--- src/rtl/id_pair_packer.sv ---
// rtl/id_pair_packer.sv - packs PAIR_WIDTH ID pairs LSB-first into BUS_WIDTH AXI-Stream beats.
// Optional ID_PAIR_PACKER_CNT_EN adds the o_PairCount accepted-pair counter.
module id_pair_packer #(
  parameter int BUS_WIDTH      = 512,
  parameter int VEC_ID_WIDTH   = 8,
  parameter int PAIR_WIDTH     = 2 * VEC_ID_WIDTH,
  parameter int PAIRS_PER_BEAT = BUS_WIDTH / PAIR_WIDTH
) (
  input  logic                   ap_clk,
  input  logic                   ap_rstn,
  input  logic [PAIR_WIDTH-1:0]  S_AXIS_ID_PAIR_tdata,
  input  logic                   S_AXIS_ID_PAIR_tvalid,
  input  logic                   S_AXIS_ID_PAIR_tlast,
  output logic                   S_AXIS_ID_PAIR_tready,
  output logic [BUS_WIDTH-1:0]   M_AXIS_PACKED_tdata,
  output logic [BUS_WIDTH/8-1:0] M_AXIS_PACKED_tkeep,
  output logic                   M_AXIS_PACKED_tvalid,
  output logic                   M_AXIS_PACKED_tlast,
  input  logic                   M_AXIS_PACKED_tready
`ifdef ID_PAIR_PACKER_CNT_EN
  ,
  output logic [31:0]            o_PairCount
`endif
);

  localparam int KEEP_W         = BUS_WIDTH / 8;
  localparam int BYTES_PER_PAIR = PAIR_WIDTH / 8;
  localparam int SLOT_W         = (PAIRS_PER_BEAT > 1) ? $clog2(PAIRS_PER_BEAT) : 1;
  localparam logic [SLOT_W-1:0] LAST_SLOT = SLOT_W'(PAIRS_PER_BEAT - 1);

  if (((PAIR_WIDTH % 8) != 0) || ((BUS_WIDTH % PAIR_WIDTH) != 0)) begin : g_bad_params
    $error("id_pair_packer: PAIR_WIDTH must be a multiple of 8 and divide BUS_WIDTH");
  end

  logic [BUS_WIDTH-1:0] acc_q, acc_d, acc_fill;
  logic [KEEP_W-1:0]    keep_fill;
  logic [SLOT_W-1:0]    slot_q, slot_d;
  logic [BUS_WIDTH-1:0] m_data_q, m_data_d;
  logic [KEEP_W-1:0]    m_keep_q, m_keep_d;
  logic                 m_valid_q, m_valid_d;
  logic                 m_last_q, m_last_d;
  logic                 s_fire, m_fire, close_beat;

  // The input may only advance when the output register is free or being drained this cycle.
  assign S_AXIS_ID_PAIR_tready = !m_valid_q || M_AXIS_PACKED_tready;
  assign s_fire     = S_AXIS_ID_PAIR_tvalid && S_AXIS_ID_PAIR_tready;
  assign m_fire     = m_valid_q && M_AXIS_PACKED_tready;
  assign close_beat = s_fire && (S_AXIS_ID_PAIR_tlast || (slot_q == LAST_SLOT));

  always_comb begin
    acc_fill  = acc_q;
    keep_fill = '0;
    for (int k = 0; k < PAIRS_PER_BEAT; k++) begin
      if (SLOT_W'(k) == slot_q) begin
        acc_fill[k*PAIR_WIDTH +: PAIR_WIDTH] = S_AXIS_ID_PAIR_tdata;
      end
      if (SLOT_W'(k) <= slot_q) begin
        keep_fill[k*BYTES_PER_PAIR +: BYTES_PER_PAIR] = '1;
      end
    end
  end

  always_comb begin
    acc_d     = acc_q;
    slot_d    = slot_q;
    m_data_d  = m_data_q;
    m_keep_d  = m_keep_q;
    m_valid_d = m_valid_q;
    m_last_d  = m_last_q;
    if (s_fire) begin
      acc_d  = acc_fill;
      slot_d = slot_q + SLOT_W'(1);
    end
    if (m_fire) begin
      m_valid_d = 1'b0;
    end
    // A close overrides the drain so back-to-back beats keep tvalid high.
    if (close_beat) begin
      acc_d     = '0;
      slot_d    = '0;
      m_data_d  = acc_fill;
      m_keep_d  = keep_fill;
      m_last_d  = S_AXIS_ID_PAIR_tlast;
      m_valid_d = 1'b1;
    end
  end

  always_ff @(posedge ap_clk or negedge ap_rstn) begin
    if (!ap_rstn) begin
      acc_q     <= '0;
      slot_q    <= '0;
      m_data_q  <= '0;
      m_keep_q  <= '0;
      m_valid_q <= 1'b0;
      m_last_q  <= 1'b0;
    end else begin
      acc_q     <= acc_d;
      slot_q    <= slot_d;
      m_data_q  <= m_data_d;
      m_keep_q  <= m_keep_d;
      m_valid_q <= m_valid_d;
      m_last_q  <= m_last_d;
    end
  end

  assign M_AXIS_PACKED_tdata  = m_data_q;
  assign M_AXIS_PACKED_tkeep  = m_keep_q;
  assign M_AXIS_PACKED_tvalid = m_valid_q;
  assign M_AXIS_PACKED_tlast  = m_last_q;

`ifdef ID_PAIR_PACKER_CNT_EN
  logic [31:0] cnt_q, cnt_d;

  // A pair accepted on the same edge as the job-ending handshake is the first of the next job.
  always_comb begin
    cnt_d = cnt_q;
    if (m_fire && m_last_q) begin
      cnt_d = s_fire ? 32'd1 : 32'd0;
    end else if (s_fire) begin
      cnt_d = cnt_q + 32'd1;
    end
  end

  always_ff @(posedge ap_clk or negedge ap_rstn) begin
    if (!ap_rstn) begin
      cnt_q <= '0;
    end else begin
      cnt_q <= cnt_d;
    end
  end

  assign o_PairCount = cnt_q;
`endif

endmodule

--- config.mk ---
export PLATFORM = sky130hd
export DESIGN_NAME = id_pair_packer
export DESIGN_NICKNAME = d
export VERILOG_FILES = /design/src/rtl/id_pair_packer.sv
export SDC_FILE = /design/constraint.sdc
export NUM_CORES = 1
export LEC_CHECK = 0
export CELL_PAD_IN_SITES_DETAIL_PLACEMENT = 0
export CELL_PAD_IN_SITES_GLOBAL_PLACEMENT = 1
export CORE_MARGIN = 2
export CORE_UTILIZATION = 42
export CTS_CLUSTER_DIAMETER = 200
export CTS_CLUSTER_SIZE = 40
export DETAILED_ROUTE_END_ITERATION = 8
export PLACE_DENSITY = 0.78
export SETUP_SLACK_MARGIN = 0.3
export SYNTH_ARGS = -nofsm -noshare
export SYNTH_HDL_FRONTEND = slang
export SYNTH_SLANG_ARGS = --single-unit
--- constraint.sdc ---
create_clock -name ap_clk -period 3.3 [get_ports ap_clk]
set_input_delay 0.825 -clock ap_clk [delete_from_list [all_inputs] [get_ports ap_clk]]
set_output_delay 0.825 -clock ap_clk [all_outputs]
set_load 0.01 [all_outputs]
==> run metrics, run 1 <==
path type of the worst min-delay path input pin to async pin; number of warnings reported in the yosys synthesis log 0; first drt pass iteration count 5; hold bufs inserted after CTS 0; DRT met1 WL 67,900 um; global route overflow 0; Max Slew Vio Count 0; launching element type of the critical path input pin; share of total power in the clock network a little under a quarter; count of cell types in the netlist 49; Reg clk slew, reported paths ~140 ps; final routed wirelength across all metal layers 163,000 um; Multi-input gate area between 15,000 and 20,000 um2; tightest hold margin 69.3 ps; #FFs+latches synth 1,063; Max rail drop VDD ~0.00039 V; maximum number of pins on one net before global-route repair 105; number of setup violations in the final report 0; Reg area 26,600 um2; Hold Fails Final Rpt 0; Internal Dissipation 17.5 mW; kind of end point of the critical path output pin; count of nets left with antenna violations after detail routing 0; outcome finished, final reports clean; Sum Neg Setup Slack 0 ps; fill cell instance count of the final layout between 9,000 and 10,000; Clock Skew about 23 ps; top cells by area, synth dfrtp_1 (60%), a22o_1 (10%), mux2i_1 (6.5%); pin slew with the least headroom to its limit between 800 and 900 ps; average footprint of a synthesized cell around 11 um2; core box area ~110,000 um2; placer congestion estimate roughly 0.81; Chip Width between 300 and 400 um; library cell occupying the most area in the post-synthesis netlist dfrtp_1; capture point of the worst path S_AXIS_ID_PAIR_tready; combinational share of power 18.9%; total CTS buffers 30; wire length on met3 between 10,000 and 15,000 um; area overhead of the layout relative to synthesis 19.1%; cell count after synthesis 4,070; fraction of layout instances using a drive strength above 1 8.33%; Die Area 109,000 um2; Max-Slew Margin vs Limit 44.1%; most common flop cell mapped by yosys dfrtp_1; worst setup path start M_AXIS_PACKED_tready; Worst Path Required 2470 ps; worst setup path category input pin to output pin; effective utilization at floorplan 42.3%; initial antenna violation count 6; ratio of final minimum period to clock period 89.6%; destination of the worst register-to-register timing path M_AXIS_PACKED_tdata[342]; Via-to-Cell Ratio 5.86; insertion delay to the later sink of the worst-skew pair 710 ps; master cell of the clock root buffer clkbuf_16; Total Routing Usage GR between 20 and 30%; timing-limited maximum frequency 0.338 GHz; routed length per placed instance 27.9 um; clock tree from TritonCTS yes; Chip Height 330 um; metal2 WL 76,500 um; shortest clock period the worst path allows after layout 2960 ps; max-cap violations 0; leakage power summed over all cells around 24 nW; Iter 0 DRT Violations about 3,800; clock sink count 1,063; total standard cell area after synthesis around 45,000 um2; worst-path maximum fanout 3; flop-to-flop setup slack slightly above 400 ps; P_sw around 7.4 mW; H-Tree Depth 1; final HPWL from detailed placement 107,000 um; Post-CTS Repair Setup Buffers 0; reg-to-reg startpoint slot_q[0]; highest metal used met5; switching power as a share of total power about 30%; share of power burned in registers 58.4%; count of port buffers added during placement roughly 600; Vias approximately 34,000; power per standard cell area 469 nW/um2; post-layout instance count excluding filler cells 5,864; Worst Path Arrival 2130 ps; Max Root-Sink Buffers 3; total number of nets in the final design about 4,500; RSZ-0062 raised after global routing false; placed insts 5,825; share of synthesized registers carrying an async set or reset between 90% and 100%; global-route wire length before repair about 230,000 um; via count of the first global-routing pass roughly 33,000; count of flip-flops with a built-in enable after synthesis 0; post-synth top area share 59.7%; Rows 119; Synth Net Count just over 4,000; Residual DRC 0; path depth of the worst reg2reg path 9; register area share after synthesis 59.7%; Top-Level Pins 600
## worst max-delay path, cell delays in order
cell             delay, ps
clkdlybuf4s50_1        440
nand2b_1               270
clkdlybuf4s50_1        600
## routing by layer
layer	GRT usage, %	vias up
li1	-	14925
met1	41.2	17516
met2	46.4	1678
met3	5.12	247
met4	9.02	2
met5	0	-
## logic make-up after synthesis
| family | Yosys count | share of synthesized area [%] |
|---|---|---|
| fa+ha+maj | 5 | 0.140 |
| buf+inv | 454 | 5.21 |
| simple gates | 960 | 9.25 |
| compound gates | 1300 | 19.3 |
| mux | 288 | 6.47 |
| flops | 1063 | 59.7 |
## registers in the layout (all words and copies together) (netlist names)
name and count:
M_AXIS_PACKED_tdata 512, M_AXIS_PACKED_tkeep 32, M_AXIS_PACKED_tlast 1, M_AXIS_PACKED_tvalid 1
acc_q 512, slot_q 5
## repair_timing
| action | CTS | global route |
|---|---|---|
| resized for setup | 1 | 5 |
| pin swaps | 0 | 0 |
| endpoints found under the setup margin | 16 | 63 |
## cells in the final DEF (no fill, tap or decap), types with 16 or more instances in the layout
master	n
buf_2	16
o21ai_0	298
mux2i_1	288
clkdlybuf4s50_1	582
o21ai_2	17
nand2_1	592
buf_12	52
o21ai_1	17
a31oi_1	29
and3_2	16
buf_4	164
a22o_1	512
clkbuf_16	31
nor2_1	240
dfrtp_1	1060
nor2_2	31
a21oi_1	414
## cell usage after synthesis, types with 29 or more instances
cell	number
dfrtp_1	1063
nand2_1	592
a22o_1	512
a21oi_1	414
o21ai_0	298
mux2i_1	288
nor2_1	241
clkbuf_1	204
buf_2	121
buf_4	102
nor2_2	30
a31oi_1	29
## worst min-delay path by stage
stage,slack [ps],start,endpoint,cells past startpoint
floorplan,450,acc_q[511],acc_q[511],1
global placement,460,M_AXIS_PACKED_tdata[328],M_AXIS_PACKED_tdata[328],2
detailed placement,470,M_AXIS_PACKED_tdata[352],M_AXIS_PACKED_tdata[352],2
CTS,80,ap_rstn,M_AXIS_PACKED_tdata[172],1
global route,110,ap_rstn,M_AXIS_PACKED_tdata[172],1
finish,70,ap_rstn,M_AXIS_PACKED_tdata[172],1
## final cells by class
cell class                 instances  share of cell area (%)
clock buffer                      33                    1.47
multi-input combinational       2553                    29.6
tap                             1391                    3.28
antenna                            5                  0.0236
inverter                           3                  0.0212
clock inverter                     1                  0.0377
sequential                      1063                    50.1
timing repair buffer             815                    15.4
## power by group through the flow
stage | clock [mW] | sequential, mW | combinational, mW
2_1_floorplan | 0 | 14.7 | 1.76
3_3_place_gp | 0 | 14.8 | 4.65
3_5_place_dp | 0 | 14.8 | 4.70
4_1_cts | 5.73 | 14.5 | 4.72
5_1_grt | 6.14 | 14.6 | 5.03
6_report | 5.66 | 14.5 | 4.70
## stage by stage
step	total power [mW]	area (um2)	setup slack, ps	util (%)
global route	25.8	53100	320	50.4
detailed placement	19.5	52300	240	49.7
global placement	19.4	52300	296	49.7
floorplan	16.5	44600	450	-
finish	24.9	53100	344	50.4
CTS	25.0	53100	337	50.4
Power figures use the tool's default switching activity.
==> run 2, diff against run 1 <==
--- a/config.mk
+++ b/config.mk
@@ -13,7 +13,6 @@
 export CTS_CLUSTER_SIZE = 40
 export DETAILED_ROUTE_END_ITERATION = 8
 export PLACE_DENSITY = 0.78
-export SETUP_SLACK_MARGIN = 0.3
 export SYNTH_ARGS = -nofsm -noshare
 export SYNTH_HDL_FRONTEND = slang
 export SYNTH_SLANG_ARGS = --single-unit
==> run 2 against run 1 <==
  * Sequential cell count did not move
  * Wire length barely moved
  * Register-to-register slack got worse by 220 ps
  * Non-clock buffer count did not move
  * Sequential share of layout area barely moved
  * Clock skew fell by 6.1 ps
  * Highest routed layer unchanged
==> run metrics, run 2 (same netlist as run 1, synthesis figures left out) <==
outcome finished, final reports clean (unchanged); clock tree from TritonCTS yes (unchanged); Max rail drop VDD 0.000392 V (was 0.000388 V); core box area 105,000 um2 (unchanged); Top-Level Pins 600 (unchanged); Bufs and invs on worst path 4 (was 2); Reg clk slew, reported paths 150 ps (was 140 ps); Worst Path Required 3940 ps (was 2470 ps); shortest clock period the worst path allows after layout 3110 ps (was 2960 ps); RSZ-0062 raised after global routing false (unchanged); via count of the first global-routing pass 32,995 (unchanged); Multi-input gate area 15,700 um2 (about the same); most common library cell in the layout ignoring fill and taps dfrtp_1 (unchanged); maximum number of pins on one net before global-route repair 105 (unchanged); fraction of layout instances using a drive strength above 1 8.21% (was 8.33%); Critical Path, Cell by Cell buf_4 > inv_1 > ha_1 > nand2b_1 > buf_4 > nor3b_2 > buf_4 > and2_1 > a22o_1 (was clkdlybuf4s50_1 > nand2b_1 > clkdlybuf4s50_1); post-route setup slack 195 ps (was 344 ps); Rows 119 (unchanged); ratio of final minimum period to clock period 94.1% (was 89.6%); Chip Height 330 um (unchanged); worst setup path category register to register (was input pin to output pin); global route overflow 0 (unchanged); effective utilization at floorplan 42.3% (unchanged); post-CTS sizing 0 (was 1); first drt pass iteration count 6 (was 5); Hold Fails Final Rpt 0 (unchanged); Chip Width 330 um (unchanged); pin slew with the least headroom to its limit 1160 ps (was 838 ps); max-cap violations 0 (unchanged); path type of the worst min-delay path input pin to async pin (unchanged); Vias 34,419 (was 34,368); clock sink count 1,063 (unchanged); global-route wire length before repair 235,000 um (unchanged); maximum cell stage delay along the critical path 610 ps (was 600 ps); critical path's top delay family buffers and inverters (unchanged); Total Routing Usage GR 29.3% (unchanged); hold bufs inserted after CTS 0 (unchanged); fill cell instance count of the final layout 9,522 (was 9,524); count of port buffers added during placement 599 (unchanged); Worst Path Arrival 3750 ps (was 2130 ps); final HPWL from detailed placement 107,000 um (unchanged); number of setup violations in the final report 0 (unchanged); master cell of the clock root buffer clkbuf_16 (unchanged); insertion delay to the later sink of the worst-skew pair 700 ps (was 710 ps); leakage power summed over all cells 24.0 nW (about the same); total number of nets in the final design 4,492 (unchanged); worst-path maximum fanout 18 (was 3); Residual DRC 0 (unchanged); Iter 0 DRT Violations 3,919 (was 3,784); Max Root-Sink Buffers 3 (unchanged); area overhead of the layout relative to synthesis 19.1% (about the same); critical path's slowest cell and2_1 (was clkdlybuf4s50_1); timing-limited maximum frequency 0.322 GHz (was 0.338 GHz); kind of end point of the critical path register (was output pin); power per standard cell area 469 nW/um2 (about the same); Reg area 26,600 um2 (unchanged); launching element type of the critical path register (was input pin); Clock Skew 16.9 ps (was 23.0 ps); H-Tree Depth 1 (unchanged); routed length per placed instance 27.8 um (was 27.9 um); Max-Slew Margin vs Limit 22.2% (was 44.1%); pre-CTS setup slack 240 ps (unchanged); final routed wirelength across all metal layers 163,000 um (about the same); placer congestion estimate 0.810 (unchanged); Sum Neg Setup Slack 0 ps (unchanged); commonest non-fill, non-tap cells in the layout dfrtp_1 (1,060), nand2_1 (592), clkdlybuf4s50_1 (582) (unchanged); initial antenna violation count 6 (unchanged); Max Slew Vio Count 0 (unchanged); most used cell along the critical path buf_4 (was clkdlybuf4s50_1); Via-to-Cell Ratio 5.87 (was 5.86); Die Area 109,000 um2 (unchanged); count of nets left with antenna violations after detail routing 0 (unchanged); Post-CTS Repair Setup Buffers 0 (unchanged); total CTS buffers 30 (unchanged)
## run 2: cell types whose count changed in the layout (fill, tap and decap cells not counted)
cell	before	now
and2_1	3	4
and2_2	1	0
ha_1	4	5
ha_2	1	0
o21ai_1	17	20
o21ai_2	17	15
o21ai_4	4	3
## run 2: power by group
group | switching [mW] | total (mW) | internal [mW]
registers | 0.779 | 14.5 | 13.8
logic | 2.73 | 4.69 | 1.97
clock network | 3.92 | 5.64 | 1.72
total | 7.42 | 24.9 | 17.5
## run 2: path summary, 6_finish.rpt
kind                                          start                       end  slack (ps)  cells past startpoint
max                                       slot_q[0]                acc_q[141]         190                      9
min                                         ap_rstn  M_AXIS_PACKED_tdata[172]          70                      1
max reg2reg                               slot_q[0]                acc_q[141]         190                      9
min reg2reg                M_AXIS_PACKED_tdata[392]  M_AXIS_PACKED_tdata[392]         490                      2
max in group asynchronous                   ap_rstn  M_AXIS_PACKED_tdata[481]        2180                      3
min in group ap_clk        M_AXIS_PACKED_tdata[392]  M_AXIS_PACKED_tdata[392]         490                      2
## run 2: cell type report
cell class,instances,share of cell area (%)
Inverter,3,0.0212
Sequential cell,1063,50.1
Timing Repair Buffer,815,15.4
Multi-Input combinational cell,2553,29.6
Clock buffer,33,1.48
Clock inverter,1,0.0377
Tap cell,1391,3.28
Antenna cell,5,0.0236
## run 2: per-stage QoR
step	util (%)	hold WS [ps]	power (mW)	instances	instance area, um2
after floorplan	-	453	16.5	4070	44600
after global placement	49.7	462	19.4	5825	52300
after detailed placement	49.7	468	19.5	5825	52300
after CTS	50.4	82.6	25.0	5859	53100
after global routing	50.4	107	25.8	5860	53100
final	50.4	71.5	24.9	5864	53100
## run 2: layer usage
| metal | GRT usage (%) | wire length [um] |
|---|---|---|
| met4 | 9.02 | 5400 |
| met3 | 5.12 | 13500 |
| met2 | 46.4 | 76800 |
| met1 | 41.2 | 67500 |
| met5 | 0 | 13 |
